### config.mk
export PLATFORM = sky130hd
export DESIGN_NAME = ad_avg_protect
export DESIGN_NICKNAME = d
export VERILOG_FILES = /design/src/rtl/ad_avg_protect.sv
export SDC_FILE = /design/constraint.sdc
export NUM_CORES = 1
export LEC_CHECK = 0
export BUFFER_PORTS_ARGS = -buffer_cell sky130_fd_sc_hd__buf_4
export CAP_MARGIN = 20
export CORE_MARGIN = 2
export CORE_UTILIZATION = 55
export CTS_BUF_LIST = sky130_fd_sc_hd__clkbuf_4 sky130_fd_sc_hd__clkbuf_8
export DETAILED_ROUTE_END_ITERATION = 10
export GPL_TIMING_DRIVEN = 1
export PLACE_DENSITY = 0.77
export REMOVE_ABC_BUFFERS = 1
export SLEW_MARGIN = 20
export SYNTH_ARGS = -nofsm -noshare
export SYNTH_HDL_FRONTEND = slang
export SYNTH_SLANG_ARGS = --single-unit
### constraint.sdc
create_clock -name clk -period 8.13 [get_ports clk]
set_input_delay 0.4065 -clock clk [delete_from_list [all_inputs] [get_ports clk]]
set_output_delay 0.4065 -clock clk [all_outputs]
set_load 0.005 [all_outputs]
### src/rtl/ad_avg_protect.sv
// ---------------------------------------------------------------------------
// ad_avg_protect
//
// Paces an external ADC serial reader with a fixed-rate conversion trigger,
// block-averages 2^AVG_SHIFT results and raises an over-limit protection flag
// after TRIP_CNT consecutive averages above trip_level. A conversion that
// does not return data within TIMEOUT cycles of its trigger is abandoned and
// reported on adc_err.
//
// Build option:
//   FAULT_LATCH_EN  defined   -> fault is sticky until fault_clr.
//                   undefined -> fault follows the trip counter and clears on
//                                the first in-limit average; fault_clr unused.
//
// Ports:
//   clk          in   system clock (40 MHz nominal)
//   rst_n        in   asynchronous active-low reset
//   en           in   allows new conversions to start
//   AD_trigger   out  4-cycle conversion request to the reader
//   sample_data  in   12-bit conversion result
//   data_valid   in   one-cycle strobe qualifying sample_data
//   trip_level   in   unsigned over-limit threshold
//   fault_clr    in   fault clear request (latched build only)
//   avg_data     out  latest block average
//   avg_valid    out  one-cycle strobe on avg_data update
//   fault        out  over-limit protection flag
//   adc_err      out  one-cycle strobe on conversion timeout
// ---------------------------------------------------------------------------
module ad_avg_protect #(
  parameter int TRIG_PERIOD = 799,
  parameter int AVG_SHIFT   = 3,
  parameter int TRIP_CNT    = 3,
  parameter int TIMEOUT     = 1000
) (
  input  logic        clk,
  input  logic        rst_n,
  input  logic        en,
  output logic        AD_trigger,
  input  logic [11:0] sample_data,
  input  logic        data_valid,
  input  logic [11:0] trip_level,
  input  logic        fault_clr,
  output logic [11:0] avg_data,
  output logic        avg_valid,
  output logic        fault,
  output logic        adc_err
);

  localparam int PW    = (TRIG_PERIOD > 0) ? $clog2(TRIG_PERIOD + 1) : 1;
  localparam int TW    = $clog2(TIMEOUT + 1);
  localparam int CW    = (AVG_SHIFT > 0) ? AVG_SHIFT : 1;
  localparam int ACC_W = 12 + AVG_SHIFT;
  localparam int TCW   = (TRIP_CNT > 0) ? $clog2(TRIP_CNT + 1) : 1;

  localparam logic [PW-1:0]  PERIOD_LAST = PW'(TRIG_PERIOD);
  localparam logic [TW-1:0]  TRIG_LAST   = TW'(3);
  localparam logic [TW-1:0]  TMO_LAST    = TW'(TIMEOUT - 1);
  localparam logic [CW-1:0]  CNT_LAST    = CW'((1 << AVG_SHIFT) - 1);
  localparam logic [TCW-1:0] TRIP_MAX    = TCW'(TRIP_CNT);

  typedef enum logic [1:0] {S_IDLE, S_TRIG, S_WAIT} state_e;

  state_e             state_q, state_d;
  logic [PW-1:0]      period_q, period_d;
  logic [TW-1:0]      tmo_q, tmo_d;
  logic [ACC_W-1:0]   acc_q, acc_d;
  logic [CW-1:0]      cnt_q, cnt_d;
  logic [11:0]        avg_q, avg_d;
  logic               avg_valid_q, avg_valid_d;
  logic               adc_err_q, adc_err_d;
  logic [TCW-1:0]     trip_q, trip_d;
  logic               fault_q, fault_d;

  logic               sample_hit, timeout_hit, block_done, trip_hit;
  logic [ACC_W-1:0]   acc_sum;
  logic [11:0]        avg_new;
  logic [TCW-1:0]     trip_next;

  // State register and all datapath registers.
  // NOTE: sequential state uses non-blocking (<=) so every register samples
  // pre-edge values; blocking here would create order-dependent simulation.
  always_ff @(posedge clk or negedge rst_n) begin
    if (!rst_n) begin
      state_q     <= S_IDLE;
      period_q    <= '0;
      tmo_q       <= '0;
      acc_q       <= '0;
      cnt_q       <= '0;
      avg_q       <= '0;
      avg_valid_q <= 1'b0;
      adc_err_q   <= 1'b0;
      trip_q      <= '0;
      fault_q     <= 1'b0;
    end else begin
      state_q     <= state_d;
      period_q    <= period_d;
      tmo_q       <= tmo_d;
      acc_q       <= acc_d;
      cnt_q       <= cnt_d;
      avg_q       <= avg_d;
      avg_valid_q <= avg_valid_d;
      adc_err_q   <= adc_err_d;
      trip_q      <= trip_d;
      fault_q     <= fault_d;
    end
  end

  // Next-state logic. A period start that finds the FSM busy is skipped.
  // NOTE: every combinational output gets a default first, so no path can
  // leave it unassigned and infer a latch.
  always_comb begin
    state_d = state_q;
    case (state_q)
      S_IDLE:  if (period_q == '0 && en) state_d = S_TRIG;
      S_TRIG:  if (tmo_q == TRIG_LAST)   state_d = S_WAIT;
      S_WAIT:  if (data_valid || tmo_q == TMO_LAST) state_d = S_IDLE;
      default: state_d = S_IDLE;
    endcase
  end

  // Output logic.
  always_comb begin
    AD_trigger = (state_q == S_TRIG);
  end

  // Counters, accumulator and protection logic.
  always_comb begin
    period_d = (period_q == PERIOD_LAST) ? '0 : period_q + 1'b1;
    // Held at 0 in IDLE, so it reads 0 on the first TRIG cycle.
    tmo_d    = (state_q == S_IDLE) ? '0 : tmo_q + 1'b1;

    sample_hit  = (state_q == S_WAIT) && data_valid;
    timeout_hit = (state_q == S_WAIT) && !data_valid && (tmo_q == TMO_LAST);
    block_done  = sample_hit && (cnt_q == CNT_LAST);

    // 2^AVG_SHIFT * 4095 < 2^ACC_W, so the full block sum always fits.
    acc_sum = acc_q + ACC_W'(sample_data);
    avg_new = acc_sum[ACC_W-1:AVG_SHIFT];

    acc_d       = acc_q;
    cnt_d       = cnt_q;
    avg_d       = avg_q;
    avg_valid_d = block_done;
    adc_err_d   = timeout_hit;
    if (block_done) begin
      acc_d = '0;
      cnt_d = '0;
      avg_d = avg_new;
    end else if (sample_hit) begin
      acc_d = acc_sum;
      cnt_d = cnt_q + 1'b1;
    end

    // Trip counter and fault update on the same edge that publishes the new
    // average, so fault is already valid alongside avg_valid.
    trip_next = trip_q;
    if (block_done) begin
      if (avg_new > trip_level)
        trip_next = (trip_q == TRIP_MAX) ? trip_q : trip_q + 1'b1;
      else
        trip_next = '0;
    end
    trip_hit = block_done && (trip_next == TRIP_MAX);
    trip_d   = trip_next;
`ifdef FAULT_LATCH_EN
    fault_d = fault_q | trip_hit;
    // A trip arriving with the clear wins: the new fault must not be lost.
    if (fault_clr && !trip_hit) begin
      fault_d = 1'b0;
      trip_d  = '0;
    end
`else
    fault_d = block_done ? trip_hit : fault_q;
`endif
  end

`ifndef FAULT_LATCH_EN
  logic unused_fault_clr;
  assign unused_fault_clr = fault_clr;
`endif

  assign avg_data  = avg_q;
  assign avg_valid = avg_valid_q;
  assign fault     = fault_q;
  assign adc_err   = adc_err_q;

endmodule
==> flow_metrics.tcl <==
set metrics [dict create \
    status "finished, final reports clean" \
    setup_violations 0 \
    vias_per_cell 5.54 \
    grtUsageTotal_pct 23.7 \
    final_area_mm2 0.00395 \
    final_core_util_pct 67.2 \
    num_antenna_cells 0 \
    max_slew_margin_pct 52.5 \
    required_ns 8.34 \
    synth_top_family_by_area "simple AND/OR/NAND/NOR gates" \
    path_max_fanout 3 \
    synth.area.mux_share_pct 2.59 \
    post_cts_resized 0 \
    synth-edff-count 0 \
    max_freq_ghz 0.292 \
    min_period_ns 3.42 \
    ir_worst_vdd_mv 0.123 \
    cap_violations 0 \
    rsz0062_at_grt "no" \
    powerDensity_mw_per_mm2 208 \
    avgSynthCellArea_um2 9.24 \
    antenna_found_initial 0 \
    synth_async_sr_flop_share_pct 100 \
    tns_ns 0 \
    clkLatencyLatePin_ns 0.34 \
    die_y_um 81.9 \
    io_buffers 43 \
    cts_tree "done" \
    routed_wirelength_mm 7.11 \
    netlist_area_mm2 0.00334 \
    clockBufferDepth 2 \
    detail-route-antenna-nets 0 \
    grt_pass1_vias 2674 \
    clk_pin_slew_ns 0.07 \
    dr_total_vias 2710 \
    skew_ns 0.00820 \
    ys_ff_latch 57 \
    leakage_nw 1.98 \
    hold_viol 0 \
    htreeDepth 3 \
    place_congestion 0.876 \
    dp_hpwl_mm 4.99 \
    grt_pass1_wl_mm 11.9 \
    numCtsBuffers 9 \
    postSynthCellCount 361 \
    grt_overflow_total 0 \
    ctsHoldBuffers 0 \
    nNetsFinal 469 \
    ctsRootBufferMaster "clkbuf_8" \
    postCtsSetupRepairBufs 0 \
    start_util_pct 56.7 \
    synthAdderAreaFrac_pct 11.5 \
    core-area_mm2 0.00589 \
    yosys.area.top_type "dfrtp_1" \
    critPathArrivalTime_ns 3.63 \
    synthFlopType "dfrtp_1" \
    yosysWarningCount 0 \
    clock-sinks 57 \
    drt_iter0_markers 172 \
    die_w_um 81.9 \
    synth.yosys.seq_area_share_pct 42.7 \
    finalPower_w 0.000822 \
    cp-start-kind "flip-flop" \
    grt_max_degree 58 \
    synth_compound_area_share_pct 15.4 \
    rows 28 \
    synth_top_area_share_pct 42.7 \
    syn2layout_area_growth_pct 18.4 \
    final_cell_mix "dfrtp_1, nand2_1, buf_4, nor2_1, ha_1" \
    synth_xor_area_share_pct 6.30 \
    drive_above_1_share_pct 16.2 \
    hold_path_class "in2async" \
    drtPass1Iterations 5 \
    maxSlewViolCount 0 \
    end_kind "flip-flop" \
    synth_cell_types 43 \
    critPathKind "reg2reg" \
    postPlaceCellArea_mm2 0.00374 \
    tightest_slew_ns 0.712 \
    drc_errors 0 \
    io_pins 45 \
    avgRoutedWirePerCell_um 14.5 \
    final_common_cell "dfrtp_1" \
    synthTopCellsByArea "dfrtp_1, ha_1, nand2_1, nor2_1, a21oi_1" \
    post-route-period-util_pct 42.1 \
    fp.dieArea_mm2 0.00671 \
    synthSimpleGateAreaFrac_pct 17.7 \
]
==> synthesized netlist by cell type, types with 2 or more instances <==
master / instances
dfrtp_1: 57
nand2_1: 47
nor2_1: 33
ha_1: 29
inv_1: 26
a21oi_1: 23
o21ai_0: 20
xnor2_1: 13
nand3_1: 12
xor2_1: 11
and3_1: 8
a22o_1: 6
o22ai_1: 6
a21o_1: 5
mux2_2: 5
nand4_1: 5
nor2b_1: 5
nor3_1: 5
o21ai_1: 5
or3_1: 5
clkbuf_1: 4
mux2i_1: 3
o21a_1: 3
a221oi_1: 2
buf_2: 2
nand2b_1: 2
o311ai_1: 2
o31ai_1: 2
==> power breakdown <==
group	internal [W]	total, W	switching, W
combinational	0.0000985	0.000223	0.000125
clock	0.000179	0.000297	0.000117
sequential	0.000295	0.000303	0.00000736
==> final timing paths <==
kind	start	to	slack (ns)	cells past startpoint
min in group clk	data_valid	adc_err	0.33	4
max in group asynchronous	rst_n	avg_data[0]	7.54	1
worst min-delay path	rst_n	acc_q[5]	0.11	1
worst min register to register	avg_data[0]	avg_data[0]	0.48	2
worst max register to register	acc_q[0]	trip_q[0]	4.71	14
worst max-delay path	acc_q[0]	trip_q[0]	4.71	14
==> logic make-up (layout without fill, tap and decap cells) <==
kind of cell               count (synthesis)  count (layout)
and+or+nand+nor                          128             128
adders and majority gates                 30              30
muxes                                      8               8
DFF                                       57              57
buffers and inverters                     33              86
xor gates and xnor gates                  24              24
AOI/OAI and AO/OA                         81              81
==> state kept, by name, indices dropped and copies added, names as in the netlist, 2 cells and up <==
name,count
acc_q,15
avg_data,12
cnt_q,3
period_q,10
state_q,2
tmo_q,10
trip_q,2
==> metal layers <==
layer / routed length (um) / part of all wire (%) / GRT usage [%] / up-vias
met5: 0 / 0 / 0 / -
met4: 179 / 2.5 / 13.7 / 0
met3: 333 / 4.7 / 4.62 / 18
met2: 3260 / 46 / 38.2 / 76
met1: 3340 / 47 / 29.7 / 1254
li1: - / - / - / 1362
==> through the flow <==
step	setup slack, ns	std cells	hold slack (ns)
floorplan	5.07	355	0.111
global placement	4.64	474	0.463
detailed placement	4.59	474	0.465
CTS	4.70	489	0.147
global route	4.50	489	0.190
finish	4.71	489	0.112
==> critical path, stage by stage, from the launching register on <==
cell and delay [ns]:
dfrtp_1 0.38, ha_1 0.21, fa_1 0.42, a21oi_1 0.21, nand4b_1 0.16, nand2_1 0.13
a221oi_1 0.34, xnor2_1 0.23, ha_1 0.31, a21o_1 0.16, a21o_1 0.16, a21oi_1 0.12
o21ai_0 0.09, o22ai_1 0.24, o22ai_1 0.14
==> cell type report <==
class                   instances  area [um^2]
fillers                       496         1930
multi-input cells             271         1780
flip-flops and latches         57         1430
repair buffers                 44          330
clock buffers                  10          138
inverters                      27          101
well taps                      75         93.8
clock inverters                 5         78.8
Power figures use the tool's default switching activity.
